--- config.mk ---
export PLATFORM = sky130hd
export DESIGN_NAME = tri_broadcast
export DESIGN_NICKNAME = d
export VERILOG_FILES = /design/src/rtl/raster_pkg.sv /design/src/rtl/tri_pkt_buffer.sv /design/src/rtl/tri_broadcast.sv
export SDC_FILE = /design/constraint.sdc
export NUM_CORES = 1
export LEC_CHECK = 0
export ABC_AREA = 1
export CELL_PAD_IN_SITES_DETAIL_PLACEMENT = 0
export CELL_PAD_IN_SITES_GLOBAL_PLACEMENT = 1
export CORE_MARGIN = 1
export CORE_UTILIZATION = 49
export CTS_CLUSTER_SIZE = 12
export DETAILED_ROUTE_END_ITERATION = 6
export GPL_ROUTABILITY_DRIVEN = 0
export HOLD_SLACK_MARGIN = 0.05
export PLACE_DENSITY_LB_ADDON = 0.1
export SYNTH_ARGS = -nofsm -noshare
export SYNTH_HDL_FRONTEND = slang
export SYNTH_SLANG_ARGS = --single-unit
export TNS_END_PERCENT = 30
--- constraint.sdc ---
create_clock -name clk -period 5.65 [get_ports clk]
set_input_delay 1.695 -clock clk [delete_from_list [all_inputs] [get_ports clk]]
set_output_delay 1.695 -clock clk [all_outputs]
set_load 0.01 [all_outputs]
--- src/rtl/raster_pkg.sv ---
// Shared constants, word-0 field layout and read-FSM state type for the
// triangle broadcast path.
package raster_pkg;
   localparam int PKT_WORDS       = 10;
   localparam int IDX_W           = 4;
   localparam logic [IDX_W-1:0] LAST_IDX = IDX_W'(PKT_WORDS - 1);
   localparam int END_Y_THRESHOLD = 31;

   localparam int Y_START_LSB = 0;
   localparam int Y_START_W   = 6;
   localparam int Y_END_LSB   = 6;
   localparam int Y_END_W     = 6;

   typedef enum logic [1:0] {
      RD_IDLE  = 2'd0,
      RD_BURST = 2'd1,
      RD_GAP   = 2'd2
   } rd_state_t;

   function automatic logic is_end_tri(input logic [Y_START_W-1:0] y_start);
      return y_start >= Y_START_W'(END_Y_THRESHOLD);
   endfunction
endpackage

--- src/rtl/tri_pkt_buffer.sv ---
// One triangle packet store: PKT_WORDS x LWIDTH words, a write index and a
// full flag that holds the packet until the reader releases it.
module tri_pkt_buffer
   import raster_pkg::*;
#(
   parameter int LWIDTH = 32
) (
   input  logic                 clk,
   input  logic                 reset,
   input  logic                 wr_en,
   input  logic                 wr_abort,
   input  logic                 wr_commit,
   input  logic [LWIDTH-1:0]    wr_data,
   input  logic                 free,
   input  logic [IDX_W-1:0]     rd_idx,
   output logic [IDX_W-1:0]     wr_idx,
   output logic                 full,
   output logic [LWIDTH-1:0]    rd_data,
   output logic [Y_START_W-1:0] y_start
);
   logic [LWIDTH-1:0] mem [PKT_WORDS];

   always_ff @(posedge clk) begin
      if (reset) begin
         wr_idx <= '0;
         full   <= 1'b0;
      end else begin
         if (free) full <= 1'b0;
         if (wr_abort) begin
            wr_idx <= '0;
         end else if (wr_en) begin
            if (wr_idx == LAST_IDX) begin
               wr_idx <= '0;
               if (wr_commit) full <= 1'b1;
            end else begin
               wr_idx <= wr_idx + IDX_W'(1);
            end
         end
      end
   end

   // Contents are not reset; the full flag alone says whether they are valid.
   always_ff @(posedge clk) begin
      if (wr_en && !wr_abort) mem[wr_idx] <= wr_data;
   end

   assign rd_data = mem[rd_idx];
   assign y_start = mem[0][Y_START_LSB +: Y_START_W];
endmodule

--- src/rtl/tri_broadcast.sv ---
// Ping-pong triangle packet buffer feeding one broadcast bus to all raster cores.
// Define TRI_TLAST_CHECK_EN to check s_last framing and report err_len.
//
// state    | meaning
// RD_IDLE  | waiting for a full read buffer and every core ready
// RD_BURST | presenting words 0..9 of the read buffer, one per cycle
// RD_GAP   | one quiet cycle; read buffer already freed, pointer toggles
module tri_broadcast
   import raster_pkg::*;
#(
   parameter int NUM_CORES = 32,
   parameter int LWIDTH    = 32
) (
   input  logic                 clk,
   input  logic                 reset,
   input  logic                 s_valid,
   output logic                 s_ready,
   input  logic [LWIDTH-1:0]    s_data,
   input  logic                 s_last,
   input  logic [NUM_CORES-1:0] core_ready,
   output logic                 bcast_handshake,
   output logic [LWIDTH-1:0]    bcast_data,
   output logic                 frame_done,
   output logic                 err_len
);
   rd_state_t            state, state_nxt;
   logic                 wr_sel, rd_sel, end_tri;
   logic                 accept, wr_en, wr_abort, wr_commit, wr_done, burst_last;
   logic [1:0]           full;
   logic [IDX_W-1:0]     rd_cnt, cur_idx;
   logic [IDX_W-1:0]     wr_idx_b  [2];
   logic [LWIDTH-1:0]    rd_data_b [2];
   logic [Y_START_W-1:0] y_start_b [2];

   assign s_ready = !full[wr_sel];
   assign accept  = s_valid && s_ready;
   assign cur_idx = wr_idx_b[wr_sel];

`ifdef TRI_TLAST_CHECK_EN
   logic dropping, err_q, early, missing;

   assign early     = accept && !dropping && s_last && (cur_idx != LAST_IDX);
   assign missing   = accept && !dropping && !s_last && (cur_idx == LAST_IDX);
   assign wr_en     = accept && !dropping;
   assign wr_abort  = early;
   assign wr_commit = s_last;
   assign err_len   = err_q;

   // After a missing s_last, swallow words up to and including the next s_last.
   always_ff @(posedge clk) begin
      if (reset) begin
         dropping <= 1'b0;
         err_q    <= 1'b0;
      end else begin
         if (accept && dropping && s_last) dropping <= 1'b0;
         else if (missing)                 dropping <= 1'b1;
         if (early || missing) err_q <= 1'b1;
      end
   end
`else
   logic unused_last;

   assign unused_last = s_last;
   assign wr_en       = accept;
   assign wr_abort    = 1'b0;
   assign wr_commit   = 1'b1;
   assign err_len     = 1'b0;
`endif

   assign wr_done    = wr_en && !wr_abort && wr_commit && (cur_idx == LAST_IDX);
   assign burst_last = (state == RD_BURST) && (rd_cnt == LAST_IDX);

   for (genvar i = 0; i < 2; i++) begin : g_buf
      tri_pkt_buffer #(.LWIDTH(LWIDTH)) u_buf (
         .clk       (clk),
         .reset     (reset),
         .wr_en     (wr_en && (wr_sel == 1'(i))),
         .wr_abort  (wr_abort && (wr_sel == 1'(i))),
         .wr_commit (wr_commit),
         .wr_data   (s_data),
         .free      (burst_last && (rd_sel == 1'(i))),
         .rd_idx    (rd_cnt),
         .wr_idx    (wr_idx_b[i]),
         .full      (full[i]),
         .rd_data   (rd_data_b[i]),
         .y_start   (y_start_b[i])
      );
   end

   always_ff @(posedge clk) begin
      if (reset) begin
         state   <= RD_IDLE;
         rd_cnt  <= '0;
         wr_sel  <= 1'b0;
         rd_sel  <= 1'b0;
         end_tri <= 1'b0;
      end else begin
         state <= state_nxt;
         if (wr_done) wr_sel <= !wr_sel;
         if (burst_last)             rd_cnt <= '0;
         else if (state == RD_BURST) rd_cnt <= rd_cnt + IDX_W'(1);
         if (state == RD_IDLE && state_nxt == RD_BURST)
            end_tri <= is_end_tri(y_start_b[rd_sel]);
         if (state == RD_GAP) rd_sel <= !rd_sel;
      end
   end

   // A packet completing this cycle into the idle read buffer starts the burst
   // on the same edge, so word 0 follows the last input word immediately.
   always_comb begin
      state_nxt       = state;
      bcast_handshake = 1'b0;
      bcast_data      = '0;
      frame_done      = 1'b0;
      case (state)
         RD_IDLE: begin
            if ((full[rd_sel] || (wr_done && (wr_sel == rd_sel))) && (&core_ready))
               state_nxt = RD_BURST;
         end
         RD_BURST: begin
            bcast_handshake = 1'b1;
            bcast_data      = rd_data_b[rd_sel];
            if (rd_cnt == LAST_IDX) state_nxt = RD_GAP;
         end
         RD_GAP: begin
            frame_done = end_tri;
            state_nxt  = RD_IDLE;
         end
         default: state_nxt = RD_IDLE;
      endcase
   end
endmodule

==> flow_summary_export.csv, run 1 <==
group,metric,value,unit
critical_path,start_kind,"flip-flop",
grt,gr-total-overflow,0,
clocking,htree_num_levels,3,
timing,finalHoldViolCount,0,
die,die_w,236,µm
timing,final_max_slew_viol_count,0,
clocking,clkTransAtPathRegs,0.06,ns
pwr,irDropWorstVdd,0.254,mV
synthesis,synth_edf_count,640,
cells_and_area,fillCellCount,4409,
die,die_h,236,µm
timing,max_freq,194,MHz
critical_path,critical_path.slowest_cell,"clkdlybuf4s50_1",
place,dp.cells,3012,
die,initial_utilization,49.7,%
timing,min_period,5.15,ns
place,dpl_cell_area,28700,µm²
cells_and_area,fin_cells,3127,
routing,routed_wl,67700,µm
outcome,status,"finished, final reports clean",
routing,vias,17331,
die,core,54000,µm²
grt,track_usage,24.5,%
clocking,cts_tree,"yes",
critical_path,worstSetupPathType,"flip-flop to primary output",
cells_and_area,diodes,0,
critical_path,cpPeakStageDelay,0.60,ns
clocking,clock-sinks,663,
routing,vias_per_cell,5.54,
critical_path,path_buf_inv,3,
critical_path,critPathMaxFanout,104,
place,port_buffers,101,
synthesis,synth-seq-cells,663,
pwr,leakagePower,0.0105,µW
grt,antenna_found_initial,0,
synthesis,yosysWarnings,0,
clocking,clk_latency,0.59,ns
cells_and_area,final_common_cell,"edfxtp_1",
die,dieArea,55800,µm²
routing,drtIter0Drc,1362,
timing,setup_slack,0.497,ns
timing,worst_clock_skew,0.0145,ns
clocking,cts_setup_buffers,0,
timing,setup_viol,0,
critical_path,cp_common_cell,"nand3_1",
cells_and_area,final_cell_mix,"edfxtp_1, nand2_1, nor2_1",
critical_path,required,3.95,ns
timing,finalSetupTns,0,ns
clocking,holdBufCountCts,0,
critical_path,critPathTopFamily,"buffers and inverters",
cells_and_area,utilization,56.9,%
timing,min_period_over_period,91.2,%
grt,grt_start_max_net_pins,107,
place,pre_cts_slack,1.08,ns
critical_path,arrival,3.46,ns
cells_and_area,drive_above_1_share,7.08,%
timing,worst_slew_pin_slew,1.02,ns
clocking,cts_buffers,71,
cells_and_area,finalInstanceArea,30700,µm²
place,hpwlAfterDp,34500,µm
pwr,p_per_area,320,nW/µm²
cells_and_area,area_growth,14.3,%
clocking,cts_root_buffer,"clkbuf_16",
timing,rsz0062_at_grt,"no",
synthesis,ys_seq_area_share,73.2,%
routing,drc,0,
grt,grt_pass1_vias,16986,
die,row_count,85,
synthesis,synth_cells,2297,
synthesis,synth.avg_cell_area,11.7,µm²
timing,slew_headroom,31.5,%
routing,wl_per_cell,21.6,µm
grt,grt_pass1_wl,102000,µm
routing,antenna_left,0,
synthesis,synth_cell_types,31,
synthesis,syn_area,26900,µm²
clocking,ctsResizeCount,0,
synthesis,synth_flop_cell,"edfxtp_1",
die,ioPinCount,104,
clocking,cts_buffer_depth,3,
critical_path,cp_cell_sequence,"inv_8, buf_4, nand2_1, nand3_1, nand3_1, a21oi_1, nor3_1, nor2_1, clkdlybuf4s50_1",
cells_and_area,nets,2459,
hold_path,min_path_type,"flip-flop to flip-flop",
critical_path,critPathCaptureType,"primary output",
synthesis,async_reset_ff_share,0,%
synthesis,synth_nets,2367,
flow_run,drv_cap,0,
routing,first_pass_iters,7,
path summary, 6_finish.rpt:
| check | startpoint | cells past startpoint | slack [ns] | to |
|---|---|---|---|---|
| hold reg to reg | rd_cnt[3] | 1 | 0.46 | flip-flop |
| hold / removal | rd_cnt[3] | 1 | 0.46 | flip-flop |
| setup / recovery | flip-flop | 9 | 0.50 | bcast_data[15] |
| setup reg to reg | wr_sel | 5 | 3.09 | g_buf[1].u_buf.mem[0][22] |
per-stage QoR:
stage	hold slack, ns	total power (µW)
after floorplan	0.435	5610
after global placement	0.459	5750
after detailed placement	0.455	5760
after CTS	0.463	9900
after global routing	0.496	10100
final	0.458	9840
report_power, final:
part | total, µW | internal [µW] | switching [µW]
logic | 212 | 71.8 | 140
registers | 5440 | 5430 | 9.55
clock network | 4180 | 2390 | 1790
total | 9840 | 7890 | 1940
synthesized netlist by cell type (2+ instances only):
master,count,area [µm²]
nand2_1,456,1710
o21ai_0,175,876
nor2_1,398,1490
dfxtp_1,23,460
ha_1,2,25.0
inv_2,5,18.8
buf_6,16,180
buf_2,39,195
edfxtp_1,640,19200
buf_1,19,71.3
nand4_1,3,18.8
a21oi_1,45,225
buf_4,18,135
clkbuf_1,45,169
inv_1,32,120
nor3_1,37,185
nand3_1,330,1650
cell type report:
| class | count | area (µm²) | share of cell area (%) |
|---|---|---|---|
| repair buffers | 157 | 1540 | 5.02 |
| well taps | 696 | 871 | 2.83 |
| inverters | 38 | 153 | 0.497 |
| flip-flops and latches | 663 | 19700 | 64.1 |
| clock buffers | 91 | 1930 | 6.29 |
| multi-input cells | 1458 | 6430 | 20.9 |
| clock inverters | 24 | 104 | 0.338 |
routing by layer:
layer / global-route usage [%] / share of wire [%] / up-vias
met1: 32.1 / 43 / 8494
li1: - / - / 8237
met3: 4.27 / 5.6 / 119
met5: 0 / 0 / -
met4: 8.21 / 2.6 / 0
met2: 41.5 / 49 / 481
cell families after synthesis:
group	share of synthesized area, %
mux	0.0372
simple gates	19.0
buf+inv	3.40
xor+xnor	0.0652
other cells	0.0140
flops	73.2
fa+ha+maj	0.0931
compound gates	4.18
state kept, by name, indices dropped and copies added (netlist names), named ones only:
signal              cells
end_tri                 1
g_buf.u_buf.full        2
g_buf.u_buf.mem       640
g_buf.u_buf.wr_idx      8
rd_cnt                  4
rd_sel                  1
state                   2
wr_sel                  1
Power figures use the tool's default switching activity.
==> inputs of run 2 (changes only) <==
==> constraint.sdc (replaced) <==
create_clock -name clk -period 5.65 [get_ports clk]
set_input_delay 1.695 -clock clk [delete_from_list [all_inputs] [get_ports clk]]
set_output_delay 1.695 -clock clk [all_outputs]
set_load 0.1 [all_outputs]
==> flow_summary_export.csv, run 2 (synthesis results as in run 1) <==
group,metric,value,unit
clocking,clkTransAtPathRegs,0.05,ns
cells_and_area,finalInstanceArea,30700,µm²
timing,min_period_over_period,87.6,%
clocking,cts_root_buffer,"clkbuf_16",
routing,drc,0,
critical_path,critPathMaxFanout,133,
routing,wl_per_cell,21.7,µm
timing,worst_clock_skew,0.0276,ns
pwr,p_total,9860,µW
timing,min_period,4.95,ns
clocking,ctsResizeCount,0,
grt,gr-total-overflow,0,
cells_and_area,largest_register,"g_buf.u_buf.mem",
die,die_h,236,µm
hold_path,min_path_type,"flip-flop to flip-flop",
die,core,54000,µm²
cells_and_area,diodes,0,
routing,first_pass_iters,5,
cells_and_area,seq_area,19700,µm²
die,dieArea,55800,µm²
place,dpl_cell_area,28600,µm²
place,port_buffers,101,
clocking,clock-sinks,663,
routing,vias,17462,
pwr,irDropWorstVdd,0.260,mV
die,ioPinCount,104,
cells_and_area,drive_above_1_share,8.16,%
place,hpwlAfterDp,34600,µm
timing,slew_headroom,22.4,%
grt,grt_start_max_net_pins,134,
cells_and_area,largest_reg_flops,640,
grt,grt_pass1_vias,17181,
cells_and_area,final_cell_mix,"edfxtp_1, nand2_1, nor2_1",
critical_path,critical_path.slowest_cell,"inv_8",
outcome,status,"finished, final reports clean",
clocking,clk_latency,0.60,ns
routing,drtIter0Drc,1459,
pwr,leakagePower,0.0106,µW
flow_run,drv_cap,0,
critical_path,required,3.95,ns
clocking,holdBufCountCts,0,
routing,vias_per_cell,5.59,
critical_path,worstSetupPathType,"flip-flop to primary output",
timing,setup_viol,0,
timing,worst_slew_pin_slew,1.16,ns
timing,finalHoldViolCount,0,
critical_path,start_kind,"flip-flop",
clocking,cts_buffers,70,
clocking,cts_setup_buffers,0,
critical_path,cp_cell_sequence,"inv_8, buf_12, nand2_1, nand3_1, nand3_1, a21oi_1, nor3_1, nor2_1, buf_4",
pwr,p_per_area,321,nW/µm²
timing,rsz0062_at_grt,"no",
die,die_w,236,µm
critical_path,arrival,3.26,ns
cells_and_area,multi_input_area,6430,µm²
cells_and_area,final_common_cell,"edfxtp_1",
grt,grt_pass1_wl,103000,µm
timing,finalSetupTns,0,ns
critical_path,cpPeakStageDelay,0.65,ns
grt,antenna_found_initial,2,
cells_and_area,nets,2452,
grt,track_usage,24.7,%
cells_and_area,area_growth,14.1,%
die,initial_utilization,49.7,%
timing,final_max_slew_viol_count,0,
die,row_count,85,
clocking,cts_tree,"yes",
critical_path,critPathCaptureType,"primary output",
clocking,cts_buffer_depth,3,
routing,routed_wl,67800,µm
routing,antenna_left,0,
cells_and_area,reg_top3,"g_buf.u_buf.mem x640, g_buf.u_buf.wr_idx x8, rd_cnt x4",
cells_and_area,fillCellCount,4431,
clocking,htree_num_levels,3,
timing,max_freq,202,MHz
critical_path,cp_common_cell,"nand3_1",
run 2: final timing paths:
kind | startpoint | slack [ns] | cells past startpoint | end
min | rd_cnt[3] | 0.47 | 1 | flip-flop
min reg2reg | rd_cnt[3] | 0.47 | 1 | flip-flop
max reg2reg | wr_sel | 3.13 | 5 | g_buf[1].u_buf.mem[6][16]
max | flip-flop | 0.70 | 9 | bcast_data[30]
run 2: through the flow:
step	util, %	cells	hold slack, ns	setup WS (ns)
6_report	56.8	3123	0.472	0.700
5_1_grt	56.8	3123	0.517	0.488
4_1_cts	56.8	3123	0.473	0.673
3_5_place_dp	53.0	3006	0.450	1.31
3_3_place_gp	53.0	3006	0.457	1.32
2_1_floorplan	-	2297	0.435	0.878
run 2: where the power goes:
part	switching (µW)	total, µW	internal (µW)
registers	9.66	5440	5430
clock network	1800	4200	2400
logic	144	216	71.9
total	1950	9860	7910
run 2: worst max-delay path, delay by kind of cell (launching register included):
family,cells,cell delay [ns]
simple gates,5,0.66
flops,1,0.47
compound gates,1,0.16
buf+inv,3,1.32
run 2: metal layers:
metal  share of wire (%)  track usage, %  up-vias
li1                    -               -     8230
met5               0.035               0        -
met4                 2.7            7.12        4
met2                  48            41.0      514
met3                 5.7            4.13      124
met1                  44            33.6     8590
run 2: area by class of cell:
class                      count  share of cell area [%]
sequential                   663                    64.2
tap                          696                    2.84
multi-input combinational   1458                    21.0
inverter                      38                   0.498
clock buffer                 100                    6.39
timing repair buffer         151                    4.79
clock inverter                17                   0.314
